**config.mk**
```make
export PLATFORM = sky130hd
export DESIGN_NAME = mandelbrot_iter_engine
export DESIGN_NICKNAME = d
export VERILOG_FILES = /design/src/rtl/mandelbrot_iter_engine.sv
export SDC_FILE = /design/constraint.sdc
export NUM_CORES = 2
export LEC_CHECK = 0
export CORE_MARGIN = 5
export CORE_UTILIZATION = 50
export DETAILED_ROUTE_END_ITERATION = 10
export PLACE_DENSITY = 0.66
export SLEW_MARGIN = 20
export SYNTH_ARGS = -nofsm -noshare
export SYNTH_HDL_FRONTEND = slang
export SYNTH_SLANG_ARGS = --single-unit
```
**constraint.sdc**
```tcl
create_clock -name clk -period 22.6 [get_ports clk]
set_input_delay 3.39 -clock clk [delete_from_list [all_inputs] [get_ports clk]]
set_output_delay 3.39 -clock clk [all_outputs]
set_load 0.02 [all_outputs]
```
**src/rtl/mandelbrot_iter_engine.sv**
```systemverilog
// Fixed-point Mandelbrot escape-time engine: iterates Z <= Z^2 + C for one point per start.
// Define MANDEL_JULIA_EN to add the Julia-set inputs (julia, jr_in, ji_in).
module mandelbrot_iter_engine #(
  parameter int WIDTH  = 16,
  parameter int FRAC   = 12,
  parameter int ITER_W = 8
) (
  input  logic              clk,
  input  logic              rst_n,
  input  logic              start,
  input  logic [WIDTH-1:0]  cr_in,
  input  logic [WIDTH-1:0]  ci_in,
`ifdef MANDEL_JULIA_EN
  input  logic              julia,
  input  logic [WIDTH-1:0]  jr_in,
  input  logic [WIDTH-1:0]  ji_in,
`endif
  input  logic [ITER_W-1:0] max_iter,
  output logic              busy,
  output logic              done,
  output logic              escaped,
  output logic [ITER_W-1:0] iter_count
);

  typedef enum logic [1:0] {
    ST_IDLE = 2'd0,
    ST_ITER = 2'd1,
    ST_DONE = 2'd2
  } state_t;

  // 4.0 expressed in the 2*FRAC fractional format of a full product
  localparam logic [2*WIDTH:0] FOUR_FIX = (2*WIDTH+1)'(3'd4) << (2*FRAC);

  state_t                    state_q, state_d;
  logic signed [WIDTH-1:0]   zr_q, zr_d, zi_q, zi_d;
  logic signed [WIDTH-1:0]   cr_q, cr_d, ci_q, ci_d;
  logic        [ITER_W-1:0]  k_q, k_d, max_q, max_d, cnt_q, cnt_d;
  logic                      esc_q, esc_d, busy_q, busy_d, done_q, done_d;

  logic signed [2*WIDTH-1:0] zr_sq_s, zi_sq_s, zri_s;
  logic signed [2*WIDTH:0]   zri2_s;
  logic        [2*WIDTH:0]   mag_s;
  logic                      escape_s;
  logic signed [WIDTH-1:0]   zr_upd_s, zi_upd_s;

  // Datapath: full-width products, guarded magnitude compare, wrapping updates
  always_comb begin
    zr_sq_s  = zr_q * zr_q;
    zi_sq_s  = zi_q * zi_q;
    zri_s    = zr_q * zi_q;
    zri2_s   = {zri_s, 1'b0};
    // Squares are non-negative, so a zero guard bit keeps the sum from wrapping
    mag_s    = {1'b0, zr_sq_s} + {1'b0, zi_sq_s};
    escape_s = (mag_s > FOUR_FIX);
    zr_upd_s = WIDTH'(zr_sq_s >>> FRAC) - WIDTH'(zi_sq_s >>> FRAC) + cr_q;
    zi_upd_s = WIDTH'(zri2_s >>> FRAC) + ci_q;
  end

  // Next-state and next-register logic
  always_comb begin
    state_d = state_q;
    zr_d    = zr_q;
    zi_d    = zi_q;
    cr_d    = cr_q;
    ci_d    = ci_q;
    k_d     = k_q;
    max_d   = max_q;
    cnt_d   = cnt_q;
    esc_d   = esc_q;
    case (state_q)
      ST_IDLE, ST_DONE: begin
        if (start) begin
          state_d = ST_ITER;
          k_d     = {ITER_W{1'b0}};
          max_d   = max_iter;
          cnt_d   = {ITER_W{1'b0}};
          esc_d   = 1'b0;
`ifdef MANDEL_JULIA_EN
          if (julia) begin
            zr_d = cr_in;
            zi_d = ci_in;
            cr_d = jr_in;
            ci_d = ji_in;
          end else begin
            zr_d = {WIDTH{1'b0}};
            zi_d = {WIDTH{1'b0}};
            cr_d = cr_in;
            ci_d = ci_in;
          end
`else
          zr_d = {WIDTH{1'b0}};
          zi_d = {WIDTH{1'b0}};
          cr_d = cr_in;
          ci_d = ci_in;
`endif
        end else begin
          state_d = ST_IDLE;
        end
      end
      ST_ITER: begin
        if (escape_s) begin
          esc_d   = 1'b1;
          cnt_d   = k_q;
          state_d = ST_DONE;
        end else if (k_q == max_q) begin
          esc_d   = 1'b0;
          cnt_d   = max_q;
          state_d = ST_DONE;
        end else begin
          zr_d = zr_upd_s;
          zi_d = zi_upd_s;
          k_d  = k_q + ITER_W'(1'b1);
        end
      end
      default: begin
        state_d = ST_IDLE;
      end
    endcase
    busy_d = (state_d == ST_ITER);
    done_d = (state_d == ST_DONE);
  end

  // State and output registers
  always_ff @(posedge clk or negedge rst_n) begin
    if (!rst_n) begin
      state_q <= ST_IDLE;
      zr_q    <= {WIDTH{1'b0}};
      zi_q    <= {WIDTH{1'b0}};
      cr_q    <= {WIDTH{1'b0}};
      ci_q    <= {WIDTH{1'b0}};
      k_q     <= {ITER_W{1'b0}};
      max_q   <= {ITER_W{1'b0}};
      cnt_q   <= {ITER_W{1'b0}};
      esc_q   <= 1'b0;
      busy_q  <= 1'b0;
      done_q  <= 1'b0;
    end else begin
      state_q <= state_d;
      zr_q    <= zr_d;
      zi_q    <= zi_d;
      cr_q    <= cr_d;
      ci_q    <= ci_d;
      k_q     <= k_d;
      max_q   <= max_d;
      cnt_q   <= cnt_d;
      esc_q   <= esc_d;
      busy_q  <= busy_d;
      done_q  <= done_d;
    end
  end

  assign busy       = busy_q;
  assign done       = done_q;
  assign escaped    = esc_q;
  assign iter_count = cnt_q;

endmodule

```
# Yosys cells after proc, flatten, opt, wreduce, memory -nomap -nowiden
# Cells that the tools add are included.
# W data, S select, Z words.
dict set report totals {
  reg_bits 93
  inputBits 43
  elab_cells 57
}
dict set report op_classes {
  addsub 5
  multipliers 3
  order_cmp 1
  n_eq_ne 9
  n_mux 22
  reduce_logical 6
}
# op n
set ops {}
lappend ops {{$mux W16} 5}
lappend ops {{$mul A16 B16 Y32} 2}
lappend ops {{$pmux W16 S2} 2}
lappend ops {{$mux W8} 5}
lappend ops {{$add A32 B32 Y33} 1}
lappend ops {{$gt A33 B27 Y1 const B} 1}
lappend ops {{$add A16 B16 Y16} 2}
lappend ops {{$pmux W8 S2} 2}
lappend ops {{$mul A16 B16 Y27} 1}
lappend ops {{$sub A16 B16 Y16} 1}
lappend ops {{$add A8 B1 Y8 const B} 1}
lappend ops {{$eq A8 B8 Y1} 1}
lappend ops {{$ne A2 B2 Y1 const B} 3}
lappend ops {{$eq A2 B1 Y1 const B} 2}
lappend ops {{$eq A2 B2 Y1 const B} 2}
lappend ops {{$mux W1} 4}
lappend ops {{$mux W2} 2}
lappend ops {{$pmux W2 S2} 1}
lappend ops {{$reduce_and A4 Y1} 1}
lappend ops {{$ne A3 B3 Y1 const B} 1}
lappend ops {{$reduce_and A3 Y1} 1}
lappend ops {{$logic_not A2 Y1} 1}
lappend ops {{$pmux W1 S2} 1}
lappend ops {{$reduce_and A2 Y1} 1}
lappend ops {{other kinds (2)} 2}

# Depth between registers and ports, before layout
dict set report depth {
  word_depth 6
  mapped_depth 42
}

# Worst setup path before layout
# Ideal clock, no wire load.
dict set report synth_path {
  path_type {reg2reg}
  start {reg zi_q[2]}
  end {reg zr_q[14]}
  arrival_time_ns 8.929
  required_time_ns 22.475
  slack_ns 13.546
  stages_incl_launch_ff 36
  path_buffers 3
  path_cell_list {dfrtp_1 -> clkbuf_1 -> clkbuf_1 -> nand2_1 -> fa_1 -> fa_1 -> fa_1 -> inv_1 -> fa_1 -> fa_1 -> inv_1 -> fa_1 -> inv_1 -> ha_1 -> a21oi_1 -> nor2b_1 -> nor2_1 -> a21boi_0 -> o21ai_0 -> a21oi_1 -> o21a_1 -> o21ai_0 -> a21boi_0 -> o31a_1 -> a21oi_1 -> ha_1 -> and3_1 -> a221o_1 -> o41ai_2 -> a21oi_1 -> mux2i_1 -> o21ai_1 -> or4_1 -> clkbuf_1 -> o21ai_1 -> mux2_2}
}
dict set report synth_between {
  elab_chain_cells 6
}
# element line
set synth_lines {}
lappend synth_lines {{start, declared} 35} ;# logic signed [WIDTH-1:0] zr_q, zr_d, zi_q, zi_d;
lappend synth_lines {{start signal, assigned} 128} ;# zi_q <= {WIDTH{1'b0}};
lappend synth_lines {{start signal, assigned} 140} ;# zi_q <= zi_d;
lappend synth_lines {{$mul A16 B16 Y32 (*)} 49} ;# zi_sq_s = zi_q * zi_q;
lappend synth_lines {{branches (longest 5 deep; another with $add A32 B32 Y33)} n/a}
lappend synth_lines {{end signal, assigned} 127} ;# zr_q <= {WIDTH{1'b0}};
lappend synth_lines {{end signal, assigned} 139} ;# zr_q <= zr_d;
lappend synth_lines {{end, declared} 35}
# Every way passes the cells marked *. The select of a mux whose other input is x is not followed.
# A chain may end at the register's enable or synchronous reset.

# Worst setup path in the final report
dict set report layout_path {
  start {reg zi_q[13]}
  end {reg zr_q[1]}
}
# Same word-level chain as after synthesis.

==> results_dict.tcl <==
set metrics [dict create \
    synthArstFlopShare_pct 100 \
    cts_setup_buffers 0 \
    grt.overflow.total 0 \
    grt_start_max_net_pins 69 \
    area_growth_pct 5.01 \
    clk_latency_ns 0.39 \
    clock_path_buffers 2 \
    crit_slowest_cell "a2111oi_2" \
    vias 24200 \
    worstSetupStartpointType "register" \
    post-route-period-util_pct 48.8 \
    drc 0 \
    ys_top_cells_by_area "fa_1, ha_1, inv_1" \
    gr-usage-all-layers_pct 23.7 \
    hold_buffers 0 \
    n_fill_cell 6194 \
    ioPinCount 54 \
    yosys.area.top_type "fa_1" \
    slew_headroom_pct 36.3 \
    yosysTopAreaCellShare_pct 42.6 \
    rsz0062_at_grt "no" \
    r2r_slack_ns 11.57 \
    drt_iter0_drc 1407 \
    power_per_cell_area_nw_per_um2 110 \
    ys_warn_count 0 \
    synth_edf_count 0 \
    max_stage_delay_ns 0.67 \
    grt_pass1_vias 25300 \
    worst_slew_pin_slew_ns 0.956 \
    antenna_found_initial 0 \
    layout_common_cells "inv_1, fa_1, nand2_1" \
    clk_pin_slew_ns 0.10 \
    hold_violations 0 \
    path_common_cell "fa_1" \
    max_freq_mhz 90.7 \
    cts_sinks 93 \
    crit_path_end_kind "register" \
    core_um2 66000 \
    critPathKind "reg -> reg" \
    hold_class "reg -> reg" \
    layout.nets 4790 \
    seq_area_frac_synth_pct 6.97 \
    dp_hpwl_um 65600 \
    drive_gt1_share_pct 2.68 \
    finClkSkew_ns 0.0201 \
    grt_pass1_wl_um 135000 \
    maxCapViolations 0 \
    synth_seq_cells 93 \
    h-tree-depth 3 \
    crit_required_ns 22.89 \
    worstPathArrival_ns 11.32 \
    synth_nets 4820 \
    cts_tree "done" \
    first_pass_iters 6 \
    peakVddDrop_mv 0.196 \
    final_util_pct 53.1 \
    vias_per_cell 5.25 \
    synth_cells 3761 \
    cts_buffers 9 \
    finalSetupViolCount 0 \
    slew_viol_final 0 \
    cts-root-buf "clkbuf_16" \
    portBuffers 53 \
    min_period_ns 11.03 \
    synthFlopType "dfrtp_1" \
    die_h_um 268 \
    final_common_cell "inv_1" \
    yosysUniqueCellTypes 78 \
    final.setup.tns_ns 0 \
    die_w_um 268 \
    placementRows 94 \
    synth_area_um2 33400 \
    start_util_pct 50.6 \
    cts-resized-gates 0 \
    path_max_fanout 31 \
    dieArea_um2 72100 \
    drtAntennaViolNets 0 \
    status "complete, no violations" \
    p_leak_nw 17.9 \
    routedWlPerCell_um 17.7 \
    place_congestion 0.907 \
    wl_um 81600 \
    avgSynthCellArea_um2 8.88 \
]
kinds of logic (layout without fill, tap and decap cells):
group | Yosys count | count (layout) | synth area share [%]
buffers and inverters | 1127 | 1102 | 12.8
adder cells (fa/ha/maj) | 1016 | 1016 | 54.1
AND/OR/NAND/NOR | 944 | 944 | 13.0
AO/OA/AOI/OAI | 373 | 373 | 7.54
XOR/XNOR | 162 | 162 | 4.27
flip-flops | 93 | 93 | 6.97
multiplexers | 46 | 46 | 1.39
other | 0 | 1 | 0
final cells by class:
type | count | area, µm² | area share [%]
sequential | 93 | 2330 | 6.65
clock inverter | 7 | 62.6 | 0.178
timing repair buffer | 93 | 828 | 2.36
multi-input combinational | 2541 | 26800 | 76.5
clock buffer | 9 | 225 | 0.642
tap | 864 | 1080 | 3.08
inverter | 993 | 3730 | 10.6
antenna | 1 | 2.50 | 0.00714
power by group:
group	total [mW]	switching, mW	internal, mW
clock	0.171	0.0927	0.0780
sequential	0.304	0.0778	0.226
combinational	3.37	2.07	1.30
total	3.85	2.24	1.61
synth_stat cells (42+ instances only):
cell type  count
a21o_1        42
a21oi_1       92
and2_1       152
clkbuf_1     122
dfrtp_1       93
fa_1         711
ha_1         305
inv_1        987
mux2i_1       42
nand2_1      484
nor2_1       146
o21ai_0       69
xnor2_1      104
xor2_1        57
worst max-delay path, delay by kind of cell (launching register included):
kind	cells	cell delay, ns
AO/OA/AOI/OAI	9	2.97
XOR/XNOR	2	0.39
adder cells (fa/ha/maj)	8	3.62
buffers and inverters	6	1.38
flip-flops	1	0.34
multiplexers	2	0.52
AND/OR/NAND/NOR	7	1.64
registers in the layout, summed over array words and instances (netlist names):
| name | flops |
|---|---|
| done | 1 |
| zr_q | 16 |
| max_q | 8 |
| iter_count | 8 |
| zi_q | 16 |
| k_q | 8 |
| state_q | 2 |
| busy | 1 |
| ci_q | 16 |
| cr_q | 16 |
| escaped | 1 |
layer usage:
layer  vias to the layer above  global-route usage [%]  part of all wire, %
met5                         -                       0                    0
met3                       105                    3.87                  6.1
met1                     12200                    33.6                   44
met2                       662                    39.2                   48
met4                         0                    4.49                  2.2
li1                      11200                       -                    -
per-stage QoR:
stage / setup WS (ns) / hold slack [ns] / power (mW) / cell area [µm²] / cells
final: 11.57 / 0.508 / 3.85 / 35100 / 4601
after global routing: 11.00 / 0.537 / 4.26 / 35100 / 4600
after CTS: 11.86 / 0.508 / 3.83 / 35100 / 4600
after detailed placement: 11.92 / 0.486 / 3.64 / 34800 / 4584
after global placement: 11.93 / 0.491 / 3.59 / 34800 / 4584
after floorplan: 13.55 / 0.452 / 2.85 / 33400 / 3761
path summary, 6_finish.rpt:
kind,from,to,cells after the start
worst min register to register,ci_q[15]$_DFFE_PN0P_,ci_q[15]$_DFFE_PN0P_,2
min in group asynchronous,rst_n,ci_q[12]$_DFFE_PN0P_,1
worst max-delay path,zi_q[13]$_DFFE_PN0P_,zr_q[1]$_DFFE_PN0P_,34
worst min-delay path,ci_q[15]$_DFFE_PN0P_,ci_q[15]$_DFFE_PN0P_,2
worst max register to register,zi_q[13]$_DFFE_PN0P_,zr_q[1]$_DFFE_PN0P_,34
max in group asynchronous,rst_n,zr_q[1]$_DFFE_PN0P_,2
Note: power is estimated with default switching activity, not from simulation.
